**config.mk**
```make
export PLATFORM = sky130hd
export DESIGN_NAME = snake_ctrl
export DESIGN_NICKNAME = d
export VERILOG_FILES = /design/src/rtl/snake_ctrl.sv
export SDC_FILE = /design/constraint.sdc
export NUM_CORES = 1
export LEC_CHECK = 0
export CORE_ASPECT_RATIO = 0.75
export CORE_UTILIZATION = 30
export CTS_CLUSTER_SIZE = 30
export DETAILED_ROUTE_END_ITERATION = 8
export HOLD_SLACK_MARGIN = 0.02
export PLACE_DENSITY_LB_ADDON = 0.12
export REMOVE_ABC_BUFFERS = 1
export SYNTH_ARGS = -nofsm -noshare
export SYNTH_HDL_FRONTEND = slang
export SYNTH_SLANG_ARGS = --single-unit
```
**constraint.sdc**
```tcl
create_clock -name clk -period 2.5 [get_ports clk]
set_input_delay 0.75 -clock clk [delete_from_list [all_inputs] [get_ports clk]]
set_output_delay 0.75 -clock clk [all_outputs]
set_load 0.05 [all_outputs]
```
**src/rtl/snake_ctrl.sv**
```systemverilog
// Snake game sequencer: divides clk into movement ticks, latches the player's
// direction, steps the snake, then acts on the collision checker's results.
module snake_ctrl #(
  parameter int unsigned TICK_DIV = 2500000,
  parameter int unsigned LEN_INIT = 2,
  parameter int unsigned LEN_MAX  = 23
) (
  input  logic       clk,
  input  logic       reset,
  input  logic       start,
  input  logic       btn_up,
  input  logic       btn_down,
  input  logic       btn_left,
  input  logic       btn_right,
  input  logic       lose,
  input  logic       win,
  input  logic [5:0] points,
  input  logic       apple_ack,
  output logic       game_rst,
  output logic       move_en,
  output logic [1:0] dir,
  output logic       grow,
  output logic       apple_req,
  output logic [5:0] length,
  output logic [2:0] state,
  output logic       game_over,
  output logic       game_won
);

  localparam int unsigned CW = $clog2(TICK_DIV);
  localparam logic [CW-1:0] TICK_LAST = CW'(TICK_DIV - 1);
  localparam logic [5:0] LEN_RST = 6'(LEN_INIT);
  localparam logic [5:0] LEN_SAT = 6'(LEN_MAX);
  localparam logic [5:0] PTS_RST = 6'd2;

  localparam logic [1:0] D_RIGHT = 2'b00;
  localparam logic [1:0] D_LEFT  = 2'b01;
  localparam logic [1:0] D_UP    = 2'b10;
  localparam logic [1:0] D_DOWN  = 2'b11;

  typedef enum logic [2:0] {
    IDLE    = 3'd0,
    RUN     = 3'd1,
    MOVE    = 3'd2,
    CHECK   = 3'd3,
    RESPAWN = 3'd4,
    OVER    = 3'd5,
    WON     = 3'd6
  } state_t;

  state_t        st;
  logic [CW-1:0] tick_cnt;
  logic          chk_second;
  logic [1:0]    pend;
  logic [1:0]    pend_nxt;
  logic [5:0]    points_prev;

  assign state = st;

  // Reverse presses are skipped so a lower-priority button can still win.
  always_comb begin
    pend_nxt = pend;
    if (btn_up && dir != D_DOWN)
      pend_nxt = D_UP;
    else if (btn_down && dir != D_UP)
      pend_nxt = D_DOWN;
    else if (btn_left && dir != D_RIGHT)
      pend_nxt = D_LEFT;
    else if (btn_right && dir != D_LEFT)
      pend_nxt = D_RIGHT;
  end

  always_ff @(posedge clk) begin
    if (reset) begin
      st          <= IDLE;
      tick_cnt    <= '0;
      chk_second  <= 1'b0;
      pend        <= D_RIGHT;
      dir         <= D_RIGHT;
      points_prev <= PTS_RST;
      length      <= LEN_RST;
      game_rst    <= 1'b0;
      move_en     <= 1'b0;
      grow        <= 1'b0;
      apple_req   <= 1'b0;
      game_over   <= 1'b0;
      game_won    <= 1'b0;
    end else begin
      game_rst <= 1'b0;
      move_en  <= 1'b0;
      grow     <= 1'b0;
      if (st inside {RUN, MOVE, CHECK, RESPAWN})
        pend <= pend_nxt;

      case (st)
        IDLE: begin
          if (start) begin
            game_rst    <= 1'b1;
            length      <= LEN_RST;
            dir         <= D_RIGHT;
            pend        <= D_RIGHT;
            points_prev <= PTS_RST;
            tick_cnt    <= '0;
            st          <= RUN;
          end
        end
        RUN: begin
          if (tick_cnt == TICK_LAST) begin
            tick_cnt <= '0;
            st       <= MOVE;
          end else begin
            tick_cnt <= tick_cnt + 1'b1;
          end
        end
        MOVE: begin
          move_en    <= 1'b1;
          dir        <= pend;
          chk_second <= 1'b0;
          st         <= CHECK;
        end
        CHECK: begin
          if (!chk_second) begin
            chk_second <= 1'b1;
          end else begin
            chk_second <= 1'b0;
            if (lose) begin
              game_over <= 1'b1;
              st        <= OVER;
            end else if (win) begin
              game_won <= 1'b1;
              st       <= WON;
            end else if (points != points_prev) begin
              grow        <= 1'b1;
              apple_req   <= 1'b1;
              length      <= (length >= LEN_SAT) ? LEN_SAT : length + 6'd1;
              points_prev <= points;
              st          <= RESPAWN;
            end else begin
              st <= RUN;
            end
          end
        end
        RESPAWN: begin
          if (apple_ack) begin
            apple_req <= 1'b0;
            st        <= RUN;
          end
        end
        OVER: begin
          if (start) begin
            game_over <= 1'b0;
            st        <= IDLE;
          end
        end
        WON: begin
          if (start) begin
            game_won <= 1'b0;
            st       <= IDLE;
          end
        end
        default: st <= IDLE;
      endcase
    end
  end

endmodule

```
==> results of run 1 <==
-- sequential cells by signal, summed over array words and instances (netlist names) --
signal	flops
chk_second	1
pend	2
points_prev	6
length	6
grow	1
game_over	1
game_rst	1
state	3
move_en	1
dir	2
apple_req	1
game_won	1
tick_cnt	22
-- final timing paths --
path                             startpoint           end  slack [ps]  cells after the start
worst max-delay path                 dir[0]        dir[0]         100                      1
worst min-delay path                pend[1]       pend[1]         480                      2
worst max register to register  tick_cnt[0]  tick_cnt[18]         500                      6
worst min register to register      pend[1]       pend[1]         480                      2
-- layout make-up --
| class | instances | area share |
|---|---|---|
| Clock buffer | 7 | 0.04662 |
| Multi-Input combinational cell | 244 | 0.4620 |
| Timing Repair Buffer | 48 | 0.1360 |
| Clock inverter | 1 | 0.009171 |
| Inverter | 10 | 0.01146 |
| Tap cell | 108 | 0.04127 |
| Sequential cell | 48 | 0.2935 |
-- stage by stage --
step           power [mW]  cell area [sq um]
3_3_place_gp        1.665               3092
5_1_grt             2.621               3274
2_1_floorplan       1.379               2511
4_1_cts             2.503               3274
6_report            2.476               3274
3_5_place_dp        1.662               3092
-- routing by layer --
metal / part of all wire / wire [microns] / global-route usage
met1: 0.56 / 3547 / 0.2233
met2: 0.40 / 2486 / 0.2025
met3: 0.029 / 181 / 0.03454
met4: 0.012 / 75 / 0.04800
met5: 0 / 0 / 0
-- cells in the mapped netlist (all sizes together), types with 9 or more instances --
master  number
dfxtp       48
o21ai       15
inv         10
nand3       17
buf         12
xnor2       10
mux2i       13
a21oi       28
nor2        30
nand2       29
a31oi       12
nor3         9
-- cells by family after synthesis --
kind of cell,after synthesis,share of synthesized area
buffers and inverters,29,0.04906
multiplexers,13,0.05002
AO/OA/AOI/OAI,83,0.2030
XOR/XNOR,10,0.03367
AND/OR/NAND/NOR,136,0.2852
adder cells (fa/ha/maj),2,0.009618
flip-flops,48,0.3694
-- report_power, final --
group,total (mW),internal [mW],switching [mW]
Combinational,0.757,0.299,0.458
Clock,0.825,0.527,0.297
Sequential,0.894,0.817,0.0770
Total,2.48,1.64,0.832
==> results.py, run 1 <==
metrics = {
    "sta": {
        "rsz0062_at_grt": "false",
        "setup_viol": 0,
        "fmax_mhz": 416.8,
        "slew_headroom": 0.6519,
        "setup_tns_ps": 0,
        "tightest_slew_ps": 521.5,
        "fin_worst_skew_ps": 8.031,
        "fin_crit_sh": 0.9597,
        "fin_hold_ws_ps": 476.2,
        "period_minus_slack_ps": 2399,
        "maxSlewViolCount": 0,
        "finalHoldViolations": 0,
        "fin_ws_ps": 100.7,
    },
    "die": {
        "fp.dieW_microns": 109.5,
        "dieArea_sq_um": 9051,
        "rows": 29,
        "dieHeight_microns": 82.64,
        "design.core.area_sq_um": 8418,
        "start_util": 0.3090,
        "ios": 33,
    },
    "logic_synthesis": {
        "synth-async-reset-ratio": 0,
        "yosys_register_bits": 48,
        "syn_inst": 321,
        "ys_warn_count": 0,
        "yosys.area.top_type_share": 0.3694,
        "synth_area_per_cell_sq_um": 8.104,
        "synth-seq-area-share": 0.3694,
        "synthFlopType": "dfxtp_1",
        "syn_area_sq_um": 2601,
        "yosysUniqueCellTypes": 54,
        "synth_edf_count": 0,
        "synth_area_leaders": "dfxtp_1 (37%), a21oi_1 (5.2%), mux2i_1 (5.0%)",
        "post-synth-top-area-cell": "dfxtp_1",
    },
    "route": {
        "dr.pass1.iters": 4,
        "drt-total-wl_mm": 6.291,
        "drtAntennaViolNets": 0,
        "viasPerCell": 5.112,
        "vias": 2382,
        "wl_per_cell_microns": 13.50,
        "drc": 0,
        "drt_iter0_drc": 116,
    },
    "layout": {
        "mostFrequentLayoutCells": "dfxtp_1 (48), nor2_1 (30), clkdlybuf4s50_1 (29), nand2_1 (27), a21oi_1 (27)",
        "n_antenna_cell": 0,
        "layout-drive-gt1-share": 0.1061,
        "final_util": 0.3890,
        "layout.area.seq_sq_um": 960.9,
        "fillers": 897,
        "final_common_cell": "dfxtp_1",
        "fin_cells": 466,
        "area_growth_pct": 25.88,
        "finalNetCount": 375,
        "multi_input_area_sq_um": 1513,
    },
    "clocking": {
        "cts_buffers": 5,
        "htreeDepth": 2,
        "ctsResizeCount": 0,
        "clk_pin_slew_ps": 70,
        "cts_tree": "built",
        "clk-insertion-delay-late_ps": 290,
        "clock-sinks": 48,
        "post_cts_buffers": 0,
        "clockRootBuffer": "clkbuf_16",
        "hold_buffers": 0,
        "cts_max_path_buffers": 2,
    },
    "placement": {
        "dp_cells": 458,
        "post-place-ws_ps": 18.41,
        "io_buffers": 32,
        "hpwl_mm": 4.514,
        "gp_congestion": 0.7364,
    },
    "global_route": {
        "grt_start_max_net_pins": 33,
        "grt_pass1_wl_mm": 10.39,
        "grt_pass1_vias": 2089,
        "grt_usage": 0.1483,
        "grt_overflow_total": 0,
        "antenna_found_initial": 0,
    },
    "power_and_ir_drop": {
        "p_leak_nw": 1.144,
        "ir_worst_vdd_uv": 404.0,
        "power.density_nw_per_um2": 756.2,
    },
    "setup_path": {
        "crit_buf_inv": 1,
        "critical_path_class": "flop to output pin",
        "required_ps": 1750,
        "crit_fanout": 8,
        "cpPeakStageDelay_ps": 870,
        "critPathArrivalTime_ps": 1650,
        "end_kind": "output pin",
        "path_delay_family": "buffers and inverters",
        "cpMaxStageDelayCell": "clkdlybuf4s50_1",
        "cp-start-kind": "flop",
        "cp_cell_sequence": "clkdlybuf4s50_1",
    },
    "flow_run": {
        "cap_violations": 0,
    },
    "hold_path": {
        "hold_path.class": "flop to flop",
    },
    "run_status": {
        "status": "finished, final reports clean",
    },
}
(Power assumes the default switching activity.)
==> inputs of run 2 (changes only) <==
--- a/config.mk
+++ b/config.mk
@@ -7,7 +7,7 @@
 export LEC_CHECK = 0
 export CORE_ASPECT_RATIO = 0.75
 export CORE_UTILIZATION = 30
-export CTS_CLUSTER_SIZE = 30
+export CTS_CLUSTER_SIZE = 28
 export DETAILED_ROUTE_END_ITERATION = 8
 export HOLD_SLACK_MARGIN = 0.02
 export PLACE_DENSITY_LB_ADDON = 0.12
==> constraint.sdc (replaced) <==
create_clock -name clk -period 2.3 [get_ports clk]
set_input_delay 0.69 -clock clk [delete_from_list [all_inputs] [get_ports clk]]
set_output_delay 0.69 -clock clk [all_outputs]
set_load 0.05 [all_outputs]
==> run 2 against run 1 <==
Against the previous run:
- register-to-register slack lost 180 ps
- combinational power grew 17%
- count of clock-buffer cells in the layout shrank 1
- clock skew barely moved
- worst hold slack better by 1.8 ps
- sequential share of layout area down 0.47 points
- critical path type unchanged
- largest cell class unchanged
- highest routed layer unchanged
==> results.py, run 2 (synthesis results as in run 1) <==
metrics = {
    "power_and_ir_drop": {
        "p_switching_mw": 0.9135,
        "internal_power_mw": 1.784,
        "ir_worst_vdd_uv": 354.2,
        "clock_power_share": 0.309,
        "p_leak_nw": 1.178,
        "power.density_nw_per_um2": 810.5,
        "swShare": 0.3386,
        "comb_power_share": 0.329,
        "fin_total_pwr_mw": 2.698,
        "p_seq_frac": 0.362,
    },
    "layout": {
        "final_common_cell": "dfxtp_1",
        "n_antenna_cell": 0,
        "layout-drive-gt1-share": 0.1260,
        "mostFrequentLayoutCells": "dfxtp_1 (48), nor2_1 (30), nand2_1 (27), a21oi_1 (27), clkdlybuf4s50_1 (27)",
        "final_cell_area_sq_um": 3328,
        "fin_cells": 473,
        "largest_reg_flops": 22,
        "largest_register": "tick_cnt",
        "multi_input_area_sq_um": 1513,
        "finalNetCount": 382,
        "top_regs": "tick_cnt: 22 flops, length: 6 flops, points_prev: 6 flops",
        "fillers": 877,
        "final_util": 0.3954,
        "area_growth_pct": 27.95,
        "layout.area.seq_sq_um": 960.9,
    },
    "flow_run": {
        "cap_violations": 0,
    },
    "sta": {
        "maxSlewViolCount": 0,
        "period_minus_slack_ps": 2208,
        "slew_headroom": 0.5928,
        "setup_viol": 0,
        "fmax_mhz": 453.0,
        "tightest_slew_ps": 610.0,
        "fin_worst_skew_ps": 8.256,
        "fin_crit_sh": 0.9598,
        "finalHoldViolations": 0,
        "rsz0062_at_grt": "false",
    },
    "die": {
        "dieHeight_microns": 82.64,
        "dieArea_sq_um": 9051,
        "rows": 29,
        "start_util": 0.3090,
        "fp.dieW_microns": 109.5,
        "design.core.area_sq_um": 8418,
        "ios": 33,
    },
    "route": {
        "drc": 0,
        "wl_per_cell_microns": 13.40,
        "drt-total-wl_mm": 6.340,
        "vias": 2395,
        "dr.pass1.iters": 4,
        "drt_iter0_drc": 142,
        "drtAntennaViolNets": 0,
        "viasPerCell": 5.063,
    },
    "global_route": {
        "grt_start_max_net_pins": 33,
        "grt_pass1_vias": 2133,
        "grt_overflow_total": 0,
        "grt_usage": 0.1483,
        "antenna_found_initial": 0,
        "grt_pass1_wl_mm": 10.38,
    },
    "setup_path": {
        "rr_endpoint": "tick_cnt[18]",
        "end_kind": "output pin",
        "rr_worst_depth": 6,
        "critPathArrivalTime_ps": 1520,
        "cpPeakStageDelay_ps": 830,
        "required_ps": 1610,
        "cp-startpoint": "length[2]",
        "critical_path_class": "flop to output pin",
        "crit_fanout": 5,
        "r2r-start": "tick_cnt[0]",
        "cp-start-kind": "flop",
        "crit_buf_inv": 1,
        "rrSetupSlack_ps": 320,
        "cp_cell_sequence": "clkdlybuf4s50_1",
        "cpMaxStageDelayCell": "clkdlybuf4s50_1",
        "path_delay_family": "buffers and inverters",
    },
    "clocking": {
        "hold_buffers": 0,
        "cts_tree": "built",
        "cts_max_path_buffers": 2,
        "clk_pin_slew_ps": 70,
        "clockRootBuffer": "clkbuf_16",
        "clk-insertion-delay-late_ps": 290,
        "cts_buffers": 5,
        "clock-sinks": 48,
        "ctsResizeCount": 0,
        "htreeDepth": 2,
        "post_cts_buffers": 0,
    },
    "placement": {
        "dp_cells": 465,
        "hpwl_mm": 4.591,
        "post_dp_cell_area_sq_um": 3164,
        "gp_congestion": 0.7307,
        "io_buffers": 32,
    },
    "hold_path": {
        "min_to": "apple_req",
        "worstHoldStart": "apple_req",
        "whs_path_depth": 2,
        "hold_path.class": "flop to flop",
    },
    "run_status": {
        "status": "finished, final reports clean",
    },
}
run 2: cell count changes in the layout (fill, tap and decap cells not counted):
cell,before,now
clkdlybuf4s50_1,29,27
buf_12,1,3
clkinv_2,0,1
clkbuf_8,2,0
clkbuf_1,0,1
buf_4,18,25
run 2: worst reg2reg max path: stages, from the launching register on:
cell	delay, ps
dfxtp_1	390
ha_1	270
nand4_2	200
nor4_4	350
nand2_2	80
or4b_1	460
a31oi_1	160
run 2: final cells by class:
type	count	area share
sequential	48	0.2887
clock buffer	6	0.03872
tap	108	0.04060
multi-input combinational	244	0.4545
clock inverter	2	0.01053
inverter	10	0.01128
timing repair buffer	55	0.1556
run 2: layer usage:
| metal | part of all wire | GRT usage |
|---|---|---|
| met1 | 0.56 | 0.2189 |
| met2 | 0.40 | 0.2113 |
| met3 | 0.033 | 0.03297 |
| met4 | 0.0085 | 0.04400 |
| met5 | 0 | 0 |
run 2: worst max-delay path by stage:
stage | end | cells after the start
after floorplan | tick_cnt[17] | 4
after global placement | length[0] | 7
after detailed placement | length[0] | 7
after CTS | length[2] | 1
after global routing | length[2] | 1
final | length[2] | 1
run 2: power groups by stage:
stage	Clock, mW	Combinational [mW]	Sequential (mW)
after floorplan	0	0.424	1.07
after global placement	0	0.885	0.996
after detailed placement	0	0.888	0.995
after CTS	0.857	0.892	0.976
after global routing	0.884	0.981	0.992
final	0.833	0.888	0.977
run 2: per-stage QoR:
| stage | setup slack, ps | hold slack, ps | TNS, ps |
|---|---|---|---|
| final | 92.48 | 478.1 | 0 |
| after global routing | 11.19 | 501.9 | 0 |
| after CTS | 84.99 | 482.6 | 0 |
| after detailed placement | -115.6 | 466.0 | -444.2 |
| after global placement | -80.31 | 458.2 | -314.4 |
| after floorplan | -356.2 | 450.4 | -4477 |
==> inputs of run 3 (changes only) <==
==> constraint.sdc (replaced) <==
create_clock -name clk -period 2.05 [get_ports clk]
set_input_delay 0.615 -clock clk [delete_from_list [all_inputs] [get_ports clk]]
set_output_delay 0.615 -clock clk [all_outputs]
set_load 0.05 [all_outputs]
==> run 3 against run 2 <==
Against the previous run:
- cell area is 3.3% higher
- critical endpoint is now points_prev[1]
- final cell count is 2.7% higher
- flip-flop and latch count stayed put
- die area stayed put
- setup slack better by 4.0 ps
- first-iteration DRC count is 43% lower
- core utilization is 1.3 points higher
- critical path depth is 5 higher
- count of clock-buffer cells in the layout stayed put
- combinational power is 24% higher
==> results.py, run 3 (synthesis results as in run 1) <==
metrics = {
    "setup_path": {
        "cp-start-kind": "input pin",
        "critPathArrivalTime_ps": 2140,
        "end_kind": "flop",
        "cp_cell_sequence": "clkdlybuf4s50_1 > xnor2_1 > nand2_1 > o311a_4 > buf_6 > a211o_1",
        "cpPeakStageDelay_ps": 500,
        "critical_path_class": "input pin to flop",
        "crit_fanout": 6,
        "cpMaxStageDelayCell": "clkdlybuf4s50_1",
        "required_ps": 2230,
    },
    "power_and_ir_drop": {
        "power.density_nw_per_um2": 864.3,
        "p_seq_frac": 0.366,
        "fin_total_pwr_mw": 2.972,
        "clock_power_share": 0.266,
        "internal_power_mw": 1.927,
        "comb_power_share": 0.369,
        "p_leak_nw": 1.309,
        "swShare": 0.3517,
        "p_switching_mw": 1.045,
        "ir_worst_vdd_uv": 583.0,
    },
    "global_route": {
        "grt_overflow_total": 0,
        "grt_usage": 0.1465,
        "antenna_found_initial": 0,
        "grt_use_met3": 0.03061,
        "grt_start_max_net_pins": 33,
        "grtUsageMet2": 0.2119,
        "grt_pass1_vias": 2073,
        "grt_pass1_wl_mm": 10.23,
        "grtUsageMet1": 0.2163,
        "top_usage_layer": "met1",
    },
    "placement": {
        "dp_cells": 478,
        "post-place-ws_ps": -255.0,
        "hpwl_mm": 4.618,
        "gp_congestion": 0.7784,
        "io_buffers": 32,
    },
    "route": {
        "drt-total-wl_mm": 6.483,
        "viasPerCell": 5.070,
        "drc": 0,
        "wl_per_cell_microns": 13.34,
        "vias": 2464,
        "drt_iter0_drc": 81,
        "dr.pass1.iters": 4,
        "drtAntennaViolNets": 0,
    },
    "layout": {
        "largest_reg_flops": 22,
        "mostFrequentLayoutCells": "dfxtp_1 (48), buf_4 (47), nor2_1 (30), nand2_1 (27), a21oi_1 (27)",
        "final_common_cell": "dfxtp_1",
        "finalNetCount": 396,
        "top_regs": "tick_cnt: 22 flops, length: 6 flops, points_prev: 6 flops",
        "layout-drive-gt1-share": 0.2037,
        "area_growth_pct": 32.18,
        "n_antenna_cell": 0,
        "largest_register": "tick_cnt",
        "fin_cells": 486,
    },
    "hold_path": {
        "hold_path.class": "flop to flop",
    },
    "sta": {
        "fin_worst_skew_ps": 10.03,
        "setup_tns_ps": 0,
        "setup_viol": 0,
        "rsz0062_at_grt": "false",
        "fin_ws_ps": 96.48,
        "tightest_slew_ps": 500.8,
        "period_minus_slack_ps": 1954,
        "fin_crit_sh": 0.9529,
        "slew_headroom": 0.6657,
        "fmax_mhz": 511.9,
        "maxSlewViolCount": 0,
        "finalHoldViolations": 0,
    },
    "run_status": {
        "status": "finished, final reports clean",
    },
    "die": {
        "dieHeight_microns": 82.64,
        "fp.dieW_microns": 109.5,
        "ios": 33,
        "start_util": 0.3090,
        "rows": 29,
        "dieArea_sq_um": 9051,
        "design.core.area_sq_um": 8418,
    },
    "clocking": {
        "cts_buffers": 5,
        "cts_tree": "built",
        "hold_buffers": 0,
        "clockRootBuffer": "clkbuf_16",
        "clock-sinks": 48,
        "clk_pin_slew_ps": 70,
        "htreeDepth": 2,
        "cts_max_path_buffers": 2,
        "clk-insertion-delay-late_ps": 290,
    },
    "flow_run": {
        "cap_violations": 0,
    },
}
run 3: changes by cell type in the layout (fill, tap and decap cells not counted), moves of 2 or more:
cell | previous run | this run
o21ai_0 | 12 | 10
clkdlybuf4s50_1 | 27 | 11
dlymetal6s2s_1 | 0 | 4
buf_4 | 25 | 47
buf_6 | 0 | 2
run 3: metrics by stage:
| stage | instance area, sq um | hold WS [ps] | util |
|---|---|---|---|
| after floorplan | 2511 | 450.4 | - |
| after global placement | 3244 | 467.7 | 0.3854 |
| after detailed placement | 3244 | 466.1 | 0.3854 |
| after CTS | 3378 | 479.2 | 0.4013 |
| after global routing | 3438 | 511.7 | 0.4084 |
| final | 3438 | 476.8 | 0.4084 |
run 3: cell type report:
type	instances	area (sq um)
inverter	10	37.54
clock buffer	6	128.9
fill	854	4980
multi-input combinational	244	1550
sequential	48	960.9
tap	108	135.1
timing repair buffer	69	620.6
clock inverter	1	5.005
run 3: what timing repair did:
action                     CTS  global route
setup buffers                0             0
setup endpoints to repair    0            11
resized for setup            0            14
run 3: power groups by stage:
stage | Combinational [mW] | Sequential, mW | Clock (mW)
6_report | 1.10 | 1.09 | 0.790
5_1_grt | 1.20 | 1.10 | 0.848
3_5_place_dp | 1.04 | 1.10 | 0
3_3_place_gp | 1.04 | 1.10 | 0
2_1_floorplan | 0.476 | 1.21 | 0
4_1_cts | 1.05 | 1.08 | 0.814
run 3: path summary, 6_finish.rpt:
check	startpoint	endpoint	slack (ps)	depth (start not counted)
max	points[2]	points_prev[1]	100	6
min	pend[1]	pend[1]	480	2
max reg2reg	tick_cnt[0]	tick_cnt[18]	140	6
min reg2reg	pend[1]	pend[1]	480	2
run 3: worst max-delay path: cells and delay by family:
| kind | cells | cell delay (ps) |
|---|---|---|
| AOI/OAI and AO/OA | 2 | 630 |
| xor gates and xnor gates | 1 | 130 |
| and+or+nand+nor | 1 | 110 |
| buffers and inverters | 2 | 640 |
run 3: metal layers:
| metal | routed length [microns] | share of wire |
|---|---|---|
| met1 | 3635 | 0.56 |
| met2 | 2597 | 0.40 |
| met3 | 164 | 0.025 |
| met4 | 85 | 0.013 |
| met5 | 0 | 0 |
